File: config.mk
export PLATFORM = sky130hd
export DESIGN_NAME = hazard_ctrl
export DESIGN_NICKNAME = d
export VERILOG_FILES = /design/src/rtl/hazard_ctrl.sv
export SDC_FILE = /design/constraint.sdc
export NUM_CORES = 1
export LEC_CHECK = 0
export CAP_MARGIN = 20
export CORE_UTILIZATION = 53
export CTS_BUF_LIST = sky130_fd_sc_hd__clkbuf_4 sky130_fd_sc_hd__clkbuf_8
export CTS_CLUSTER_SIZE = 14
export DETAILED_ROUTE_END_ITERATION = 10
export PLACE_DENSITY_LB_ADDON = 0.05
export SLEW_MARGIN = 15
export SYNTH_ARGS = -nofsm -noshare
export SYNTH_HDL_FRONTEND = slang
export SYNTH_SLANG_ARGS = --single-unit
File: constraint.sdc
create_clock -name clk -period 3.8 [get_ports clk]
set_input_delay 0.76 -clock clk [delete_from_list [all_inputs] [get_ports clk]]
set_output_delay 0.76 -clock clk [all_outputs]
set_load 0.02 [all_outputs]
File: src/rtl/hazard_ctrl.sv
`default_nettype none
// hazard_ctrl: pipeline stall/flush controller with data-memory wait FSM,
// sticky wait-timeout flag and saturating stall/flush event counters.
module hazard_ctrl #(
  parameter int TIMEOUT = 64
) (
  input  logic       clk,
  input  logic       reset,
  input  logic [4:0] ID_rs,
  input  logic [4:0] ID_rt,
  input  logic       ID_uses_rs,
  input  logic       ID_uses_rt,
  input  logic [1:0] ID_PCSrc,
  input  logic       EX_MemRead,
  input  logic       EX_RegWrite,
  input  logic [4:0] EX_WriteReg,
  input  logic       EX_BranchTaken,
  input  logic       MEM_MemRead,
  input  logic       MEM_MemWrite,
  input  logic       dmem_ready,
  output logic       PC_write,
  output logic       IFID_write,
  output logic       IDEX_write,
  output logic       EXMEM_write,
  output logic       IFID_flush,
  output logic       IDEX_flush,
  output logic       MEMWB_bubble,
  output logic       mem_timeout,
  output logic [15:0] stall_cnt,
  output logic [15:0] flush_cnt
);

  localparam logic [7:0]  TIMEOUT_C = 8'(TIMEOUT);
  localparam logic [15:0] CNT_MAX   = 16'hFFFF;

  typedef enum logic [0:0] {
    RUN      = 1'b0,
    MEM_WAIT = 1'b1
  } state_t;

  state_t      state_q, state_d;
  logic [7:0]  wcnt_q, wcnt_d;
  logic        mem_timeout_q, mem_timeout_d;
  logic [15:0] stall_cnt_q, stall_cnt_d;
  logic [15:0] flush_cnt_q, flush_cnt_d;

  logic freeze;
  logic mem_req;
  logic load_use;
  logic jr_hazard;

  assign mem_req = MEM_MemRead | MEM_MemWrite;

  always_comb begin
    state_d       = state_q;
    wcnt_d        = wcnt_q;
    mem_timeout_d = mem_timeout_q;
    freeze        = 1'b0;
    case (state_q)
      RUN: begin
        if (mem_req && !dmem_ready) begin
          freeze  = 1'b1;
          state_d = MEM_WAIT;
          wcnt_d  = 8'd1;
        end
      end
      MEM_WAIT: begin
        // Once in the wait, only dmem_ready or the timeout can end it.
        if (dmem_ready) begin
          state_d = RUN;
          wcnt_d  = 8'd0;
        end else if (wcnt_q == TIMEOUT_C) begin
          mem_timeout_d = 1'b1;
          state_d       = RUN;
          wcnt_d        = 8'd0;
        end else begin
          freeze = 1'b1;
          wcnt_d = wcnt_q + 8'd1;
        end
      end
      default: begin
        state_d = RUN;
        wcnt_d  = 8'd0;
      end
    endcase
  end

  assign load_use = EX_MemRead && (EX_WriteReg != 5'd0) &&
                    ((ID_uses_rs && (EX_WriteReg == ID_rs)) ||
                     (ID_uses_rt && (EX_WriteReg == ID_rt)));

  assign jr_hazard = (ID_PCSrc == 2'd2) && EX_RegWrite &&
                     (EX_WriteReg != 5'd0) && (EX_WriteReg == ID_rs);

  always_comb begin
    PC_write     = 1'b1;
    IFID_write   = 1'b1;
    IDEX_write   = 1'b1;
    EXMEM_write  = 1'b1;
    IFID_flush   = 1'b0;
    IDEX_flush   = 1'b0;
    MEMWB_bubble = 1'b0;
    if (freeze) begin
      PC_write     = 1'b0;
      IFID_write   = 1'b0;
      IDEX_write   = 1'b0;
      EXMEM_write  = 1'b0;
      MEMWB_bubble = 1'b1;
    end else if (EX_BranchTaken) begin
      IFID_flush = 1'b1;
      IDEX_flush = 1'b1;
    end else if (load_use || jr_hazard) begin
      PC_write   = 1'b0;
      IFID_write = 1'b0;
      IDEX_flush = 1'b1;
    end else if (ID_PCSrc != 2'd0) begin
      IFID_flush = 1'b1;
    end
  end

  always_comb begin
    stall_cnt_d = stall_cnt_q;
    flush_cnt_d = flush_cnt_q;
    if (!PC_write && (stall_cnt_q != CNT_MAX)) stall_cnt_d = stall_cnt_q + 16'd1;
    if (IFID_flush && (flush_cnt_q != CNT_MAX)) flush_cnt_d = flush_cnt_q + 16'd1;
  end

  always_ff @(posedge clk or negedge reset) begin
    if (!reset) begin
      state_q       <= RUN;
      wcnt_q        <= 8'd0;
      mem_timeout_q <= 1'b0;
      stall_cnt_q   <= 16'd0;
      flush_cnt_q   <= 16'd0;
    end else begin
      state_q       <= state_d;
      wcnt_q        <= wcnt_d;
      mem_timeout_q <= mem_timeout_d;
      stall_cnt_q   <= stall_cnt_d;
      flush_cnt_q   <= flush_cnt_d;
    end
  end

  assign mem_timeout = mem_timeout_q;
  assign stall_cnt   = stall_cnt_q;
  assign flush_cnt   = flush_cnt_q;

endmodule
`default_nettype wire

==> summary.md, run 1 <==
| Metric | Value |
|---|---|
| DP Wirelength | 3661 um |
| Total congestion overflow | 0 |
| DR WL/cell | 13.96 um |
| Initial antenna violation count | 0 |
| Most common cell after layout, fill and taps aside | clkdlybuf4s50_1 |
| Slowest CP cell | clkdlybuf4s50_1 |
| Min Clock Period, post-route | 3.622 ns |
| Post-synthesis sequential area ratio | 0.4575 |
| Final routed DRC violation total | 0 |
| Least-Margin Pin Slew | 0.9163 ns |
| Layout cells sized above 1 | 0.09428 |
| Largest net degree at the start of global routing | 43 |
| Setup Viol. Count Final | 0 |
| Vias in the first global route | 1,769 |
| Worst r2r dst | stall_cnt[1] |
| Slowest stage delay, CP | 0.60 ns |
| Crit path from | EX_WriteReg[1] |
| Synthesized area | 2297 um^2 |
| Hold-critical path endpoint | mem_timeout |
| Die Width | 67.84 um |
| Final weighted congestion in routability-driven placement | 0.7635 |
| R2r startpoint | stall_cnt[0] |
| Final hold vios | 0 |
| Synthesized instance count | 227 |
| # IOs | 67 |
| Fmax | 0.2761 GHz |
| Top cells by area, synth | dfrtp_1 (46%), xor2_1 (8.8%), xnor2_1 (7.2%) |
| Post-DRT Antenna Nets | 0 |
| Via density | 5.438 |
| Port bufs | 66 |
| Worst R2R Path Depth | 7 |
| Result of the run | finished clean |
| GRT Total Usage | 0.2340 |
| Post-synth EDFFs | 0 |
| Routed WL | 4843 um |
| Worst setup EP type | output pin |
| Root Driver | clkbuf_8 |
| Syn_area_per_cell | 10.12 um^2 |
| Critical path peak fanout | 3 |
| Post-synth ARST share | 1.000 |
| Post-CTS setup buffers | 0 |
| Routed vias | 1,887 |
| FF-to-FF setup slack | 1.56 ns |
| Worst hold path class | reg -> reg |
| Slew Limit Fails | 0 |
| Fin crit share | 0.9531 |
| DR pass1 iterations | 4 |
| Post-cts sizing count | 0 |
| Clk Latency, worst-skew pair | 0.29 ns |
| Chip height | 67.84 um |
| Max_cap viols | 0 |
| First-pass GRT wire length | 7997 um |
| Ys Warns | 0 |
| Nets | 327 |
| Design Power | 0.001662 W |
| Crit path DAT | 2.86 ns |
| Cell variety after synth | 39 |
| Clk slew on worst S/H paths | 0.08 ns |
| Worst Path Required | 3.04 ns |
| Synth Flop Type | dfrtp_1 |
| Slew HR | 0.3891 |
| Clock Sinks | 42 |
| Cell Chain, Critical Path | clkdlybuf4s50_1 > or4_1 > nor2_2 > or2_4 > o21ai_1 > inv_1 > clkdlybuf4s50_1 |
| Cell Pwr Density | 536.4 nW/um^2 |
| Area Overhead vs Synth | 34.91% |
| CP Class | in -> out |
| Leading area contributor after synthesis | dfrtp_1 |
| Worst hold start | mem_timeout |
| Unrepaired setup endpoints after global routing | no |
| Row Count | 23 |
| Min-Delay Path Depth | 2 |
| Die area | 4602 um^2 |
| Worst vdd ir | 0.3454 mV |
| Syn nets | 258 |
| Starting Density | 0.5622 |
| Leak Pwr | 1.270 nW |
| CP dominant cell by count | clkdlybuf4s50_1 |
| Post-synth top area share | 0.4575 |
| Core area | 4086 um^2 |
| Most frequent cells in the layout | clkdlybuf4s50_1 (64), dfrtp_1 (42), xor2_1 (23) |
| Worst Skew | 0.007189 ns |
| CTS tree | built |
| Drt first-iter violations | 116 |
| H-tree levels | 2 |
| CTS max path bufs | 2 |
| CTS Buf Count | 5 |
| Ant diodes | 0 |
| CP Launch Type | input pin |
| Synthesized flop and latch total | 42 |
| Final setup TNS | 0 ns |
| Cts hold-fix bufs | 0 |
[cell type report]
| cell class | count | area [um^2] |
|---|---|---|
| timing repair buffer | 68 | 673.1 |
| inverter | 12 | 45.04 |
| tap | 50 | 62.56 |
| multi-input combinational | 167 | 1159 |
| clock inverter | 3 | 40.04 |
| clock buffer | 5 | 68.82 |
| fill | 303 | 987.2 |
| sequential | 42 | 1051 |
[worst max-delay path: cells and delay by family]
family,cells,cell delay (ns)
buffers and inverters,3,1.17
AO/OA/AOI/OAI,1,0.11
AND/OR/NAND/NOR,3,0.81
[worst max path at each step]
stage / end / slack [ns] / depth (start not counted)
after floorplan: PC_write / 0.87 / 6
after global placement: IFID_write / 0.05 / 7
after detailed placement: IFID_flush / 0.05 / 7
after CTS: IFID_flush / 0.04 / 7
after global routing: PC_write / 0.04 / 7
final: PC_write / 0.18 / 7
[synthesized netlist by cell type, types with 2 or more instances]
cell,n
inv_1,12
o31ai_1,2
o21ai_0,12
nor3_2,2
nor4_1,3
nor4_2,3
nor2_1,20
and3_1,10
nand3b_1,2
ha_1,4
nor3_1,7
nand2b_1,3
dfrtp_1,42
xnor2_1,19
buf_4,3
nand2_1,12
nand4_1,8
xor2_1,23
nand3_1,16
and4_1,4
mux2_2,2
[flip-flops by register name, indices dropped and copies added (netlist names)]
signal	cells
wcnt_q	8
state_q	1
mem_timeout	1
stall_cnt	16
flush_cnt	16
[per-layer routing]
layer  track usage  vias up  part of all wire
li1              -      930                 -
met1        0.3043      886              0.44
met2        0.3923       65              0.49
met3       0.06167        6             0.060
met4       0.04688        0            0.0085
met5             0        -                 0
[logic make-up (layout without fill, tap and decap cells)]
logic type | Yosys count | after routing | synth area share
AND/OR/NAND/NOR | 97 | 97 | 0.2402
XOR/XNOR | 42 | 42 | 0.1601
flip-flops | 42 | 42 | 0.4575
AO/OA/AOI/OAI | 22 | 22 | 0.07244
buffers and inverters | 18 | 88 | 0.03812
adder cells (fa/ha/maj) | 4 | 4 | 0.02179
multiplexers | 2 | 2 | 0.009803
[report_power, final]
group | internal (W) | total [W] | switching [W]
sequential | 0.000549 | 0.000683 | 0.000135
clock | 0.000194 | 0.000350 | 0.000157
combinational | 0.000309 | 0.000629 | 0.000319
total | 0.00105 | 0.00166 | 0.000611
[metrics by stage]
step	setup WS [ns]	cell area (um^2)	hold WS, ns	util	cells
2_1_floorplan	0.8712	2297	0.4644	-	227
3_3_place_gp	0.05462	2988	0.4525	0.7312	339
3_5_place_dp	0.04666	2988	0.4534	0.7312	339
4_1_cts	0.04072	3097	0.4783	0.7578	347
5_1_grt	0.04427	3099	0.5177	0.7584	347
6_report	0.1782	3099	0.4747	0.7584	347
(Power assumes the default switching activity.)
==> run 2, diff against run 1 <==
- CELL_PAD_IN_SITES_DETAIL_PLACEMENT: default -> 2
- CELL_PAD_IN_SITES_GLOBAL_PLACEMENT: default -> 2
- CORE_UTILIZATION: 53 -> 25
- GPL_TIMING_DRIVEN: default -> 0
==> run 2 against run 1 <==
Maximum frequency decreased by 1.4%. Largest cell class unchanged. Register-to-register slack lost 0.08 ns. The flow now finishes with violations (design-rule violations). Total power is 1.4% lower. Sequential power up 1%. Critical endpoint is now IFID_write.
==> summary.md, run 2 (same netlist as run 1, synthesis figures left out) <==
| Metric | Value |
|---|---|
| Crit path DAT | 2.91 ns (+0.05 ns) |
| DR WL/cell | 15.09 um (+8.1%) |
| Result of the run | finished with violations |
| Met3 Use GR | 0.03221 (-0.02945) |
| FF-to-FF setup slack | 1.48 ns (-0.08 ns) |
| Worst Skew | 0.01427 ns (+0.007076 ns) |
| Routed vias | 1,958 (+3.8%) |
| Failing checks | design-rule violations |
| Worst R2R Path Depth | 11 (+4) |
| Nets | 332 (+1.5%) |
| Initial antenna violation count | 0 (unchanged) |
| Drt first-iter violations | 52 (-55%) |
| DR pass1 iterations | 7 (+3) |
| Unrepaired setup endpoints after global routing | no |
| CTS Buf Count | 5 (unchanged) |
| Die area | 9577 um^2 (+110%) |
| Max_cap viols | 0 (unchanged) |
| Total congestion overflow | 0 (unchanged) |
| Final weighted congestion in routability-driven placement | 0.7021 (-8.0%) |
| R2r startpoint | wcnt_q[0] |
| First-pass GRT wire length | 10,560 um (+32%) |
| Setup Viol. Count Final | 0 (unchanged) |
| Fin crit share | 0.9666 (+0.01354) |
| Clock Sinks | 42 (unchanged) |
| Worst setup EP type | output pin |
| Root Driver | clkbuf_8 |
| Critical path peak fanout | 6 (+3) |
| H-tree levels | 2 (unchanged) |
| Most frequent cells in the layout | clkdlybuf4s50_1 (63), dfrtp_1 (42), xor2_1 (23) |
| Ant diodes | 0 (unchanged) |
| Min Clock Period, post-route | 3.673 ns (+0.05146 ns) |
| Clk Latency, worst-skew pair | 0.30 ns (about the same) |
| Placed cell area | 3108 um^2 (+4.0%) |
| Starting Density | 0.2609 (-0.3013) |
| Design Power | 0.001639 W (-1.4%) |
| Largest net degree at the start of global routing | 24 (-44%) |
| Slew Limit Fails | 0 (unchanged) |
| Final setup TNS | 0 ns (unchanged) |
| # IOs | 67 (unchanged) |
| Core area | 8806 um^2 (+120%) |
| Chip height | 97.86 um (+44%) |
| Vias in the first global route | 2,127 (+20%) |
| Final Non-Filler Cells | 410 (+18%) |
| Port bufs | 66 (unchanged) |
| Fmax | 0.2722 GHz (-1.4%) |
| Layout cells sized above 1 | 0.1093 (+0.01500) |
| Cells after DPL | 402 (+19%) |
| Worst Path Required | 3.04 ns (about the same) |
| Row Count | 34 (+48%) |
| Met2 Use GR | 0.2216 (-0.1708) |
| Die Width | 97.86 um (+44%) |
| CP Class | in -> out |
| Most common cell after layout, fill and taps aside | clkdlybuf4s50_1 |
| Worst vdd ir | 0.2346 mV (-32%) |
| GRT Total Usage | 0.1370 (-0.09698) |
| Final instance area | 3201 um^2 (+3.3%) |
| Area Overhead vs Synth | 39.32% |
| Crit path capture | IFID_write |
| CTS tree | built |
| Routed WL | 6185 um (+28%) |
| CTS max path bufs | 2 (unchanged) |
| Via density | 4.776 (-12%) |
| Clk slew on worst S/H paths | 0.09 ns (about the same) |
| Final hold vios | 0 (unchanged) |
| Final routed DRC violation total | 6 (+6) |
| CP Launch Type | input pin |
| Crit path from | EX_WriteReg[1] |
| Grt met1 use | 0.1838 (-0.1204) |
| Leak Pwr | 1.288 nW (+1.4%) |
| Worst hold path class | in -> async |
| Slew HR | 0.6672 (+0.2781) |
| Least-Margin Pin Slew | 0.4992 ns (-0.4171 ns) |
| GRT busiest layer | met2 |
| Post-DRT Antenna Nets | 0 (unchanged) |
| Cell Pwr Density | 512.0 nW/um^2 (-4.5%) |
| Worst r2r dst | stall_cnt[7] |
| Post-CTS setup buffers | 0 (unchanged) |
| DP Wirelength | 4867 um (+33%) |
| Cts hold-fix bufs | 0 (unchanged) |
[run 2: how the worst min path moves through the flow]
stage	to	depth (start not counted)	slack, ns	start
after global routing	wcnt_q[6]	1	0.45	reset
after global placement	mem_timeout	2	0.46	mem_timeout
after floorplan	flush_cnt[0]	0	0.46	reset
after CTS	wcnt_q[6]	1	0.42	reset
after detailed placement	mem_timeout	2	0.46	mem_timeout
final	wcnt_q[6]	1	0.41	reset
[run 2: area by class of cell]
cell class,instances,area (um^2)
Fill cell,971,5605
Multi-Input combinational cell,167,1162
Sequential cell,42,1051
Timing Repair Buffer,67,676.9
Tap cell,108,135.1
Clock buffer,5,68.82
Inverter,12,45.04
Buffer,6,42.54
Clock inverter,3,18.77
[run 2: worst max-delay path, cell delays in order]
cell	delay, ns
clkdlybuf4s50_1	0.47
or4_1	0.58
nor2_2	0.12
or2_4	0.16
o21ai_2	0.11
inv_1	0.11
clkdlybuf4s50_1	0.60
[run 2: where the power goes]
group | leakage, nW | total, W | switching [W] | internal [W]
logic | 0.721 | 0.000646 | 0.000330 | 0.000316
registers | 0.518 | 0.000691 | 0.000143 | 0.000548
clock network | 0.0483 | 0.000302 | 0.000172 | 0.000130
total | 1.29 | 0.00164 | 0.000645 | 0.000994
[run 2: per-stage QoR]
step | hold WS, ns | setup WS (ns) | util
floorplan | 0.4644 | 0.8712 | -
global placement | 0.4585 | -0.3550 | 0.3512
detailed placement | 0.4596 | -0.3284 | 0.3529
CTS | 0.4227 | 0.03093 | 0.3632
global route | 0.4488 | 0.002561 | 0.3635
finish | 0.4116 | 0.1268 | 0.3635
[run 2: what timing repair did]
action,in CTS,in global routing
pin swaps,0,0
gates resized for setup,3,1
setup endpoints to repair,3,1
endpoints found under the hold margin,0,0
[run 2: layer usage]
metal  vias to the layer above  wire [um]
li1                        937          -
met3                         5        309
met2                        50       2834
met4                         0         32
met5                         -          0
met1                       966       3009
==> run 3, diff against run 2 <==
- SLEW_MARGIN: 15 -> default
- TNS_END_PERCENT: default -> 5
==> results of run 3 <==
The final DEF is identical to that of run 2; final timing and power are the same.
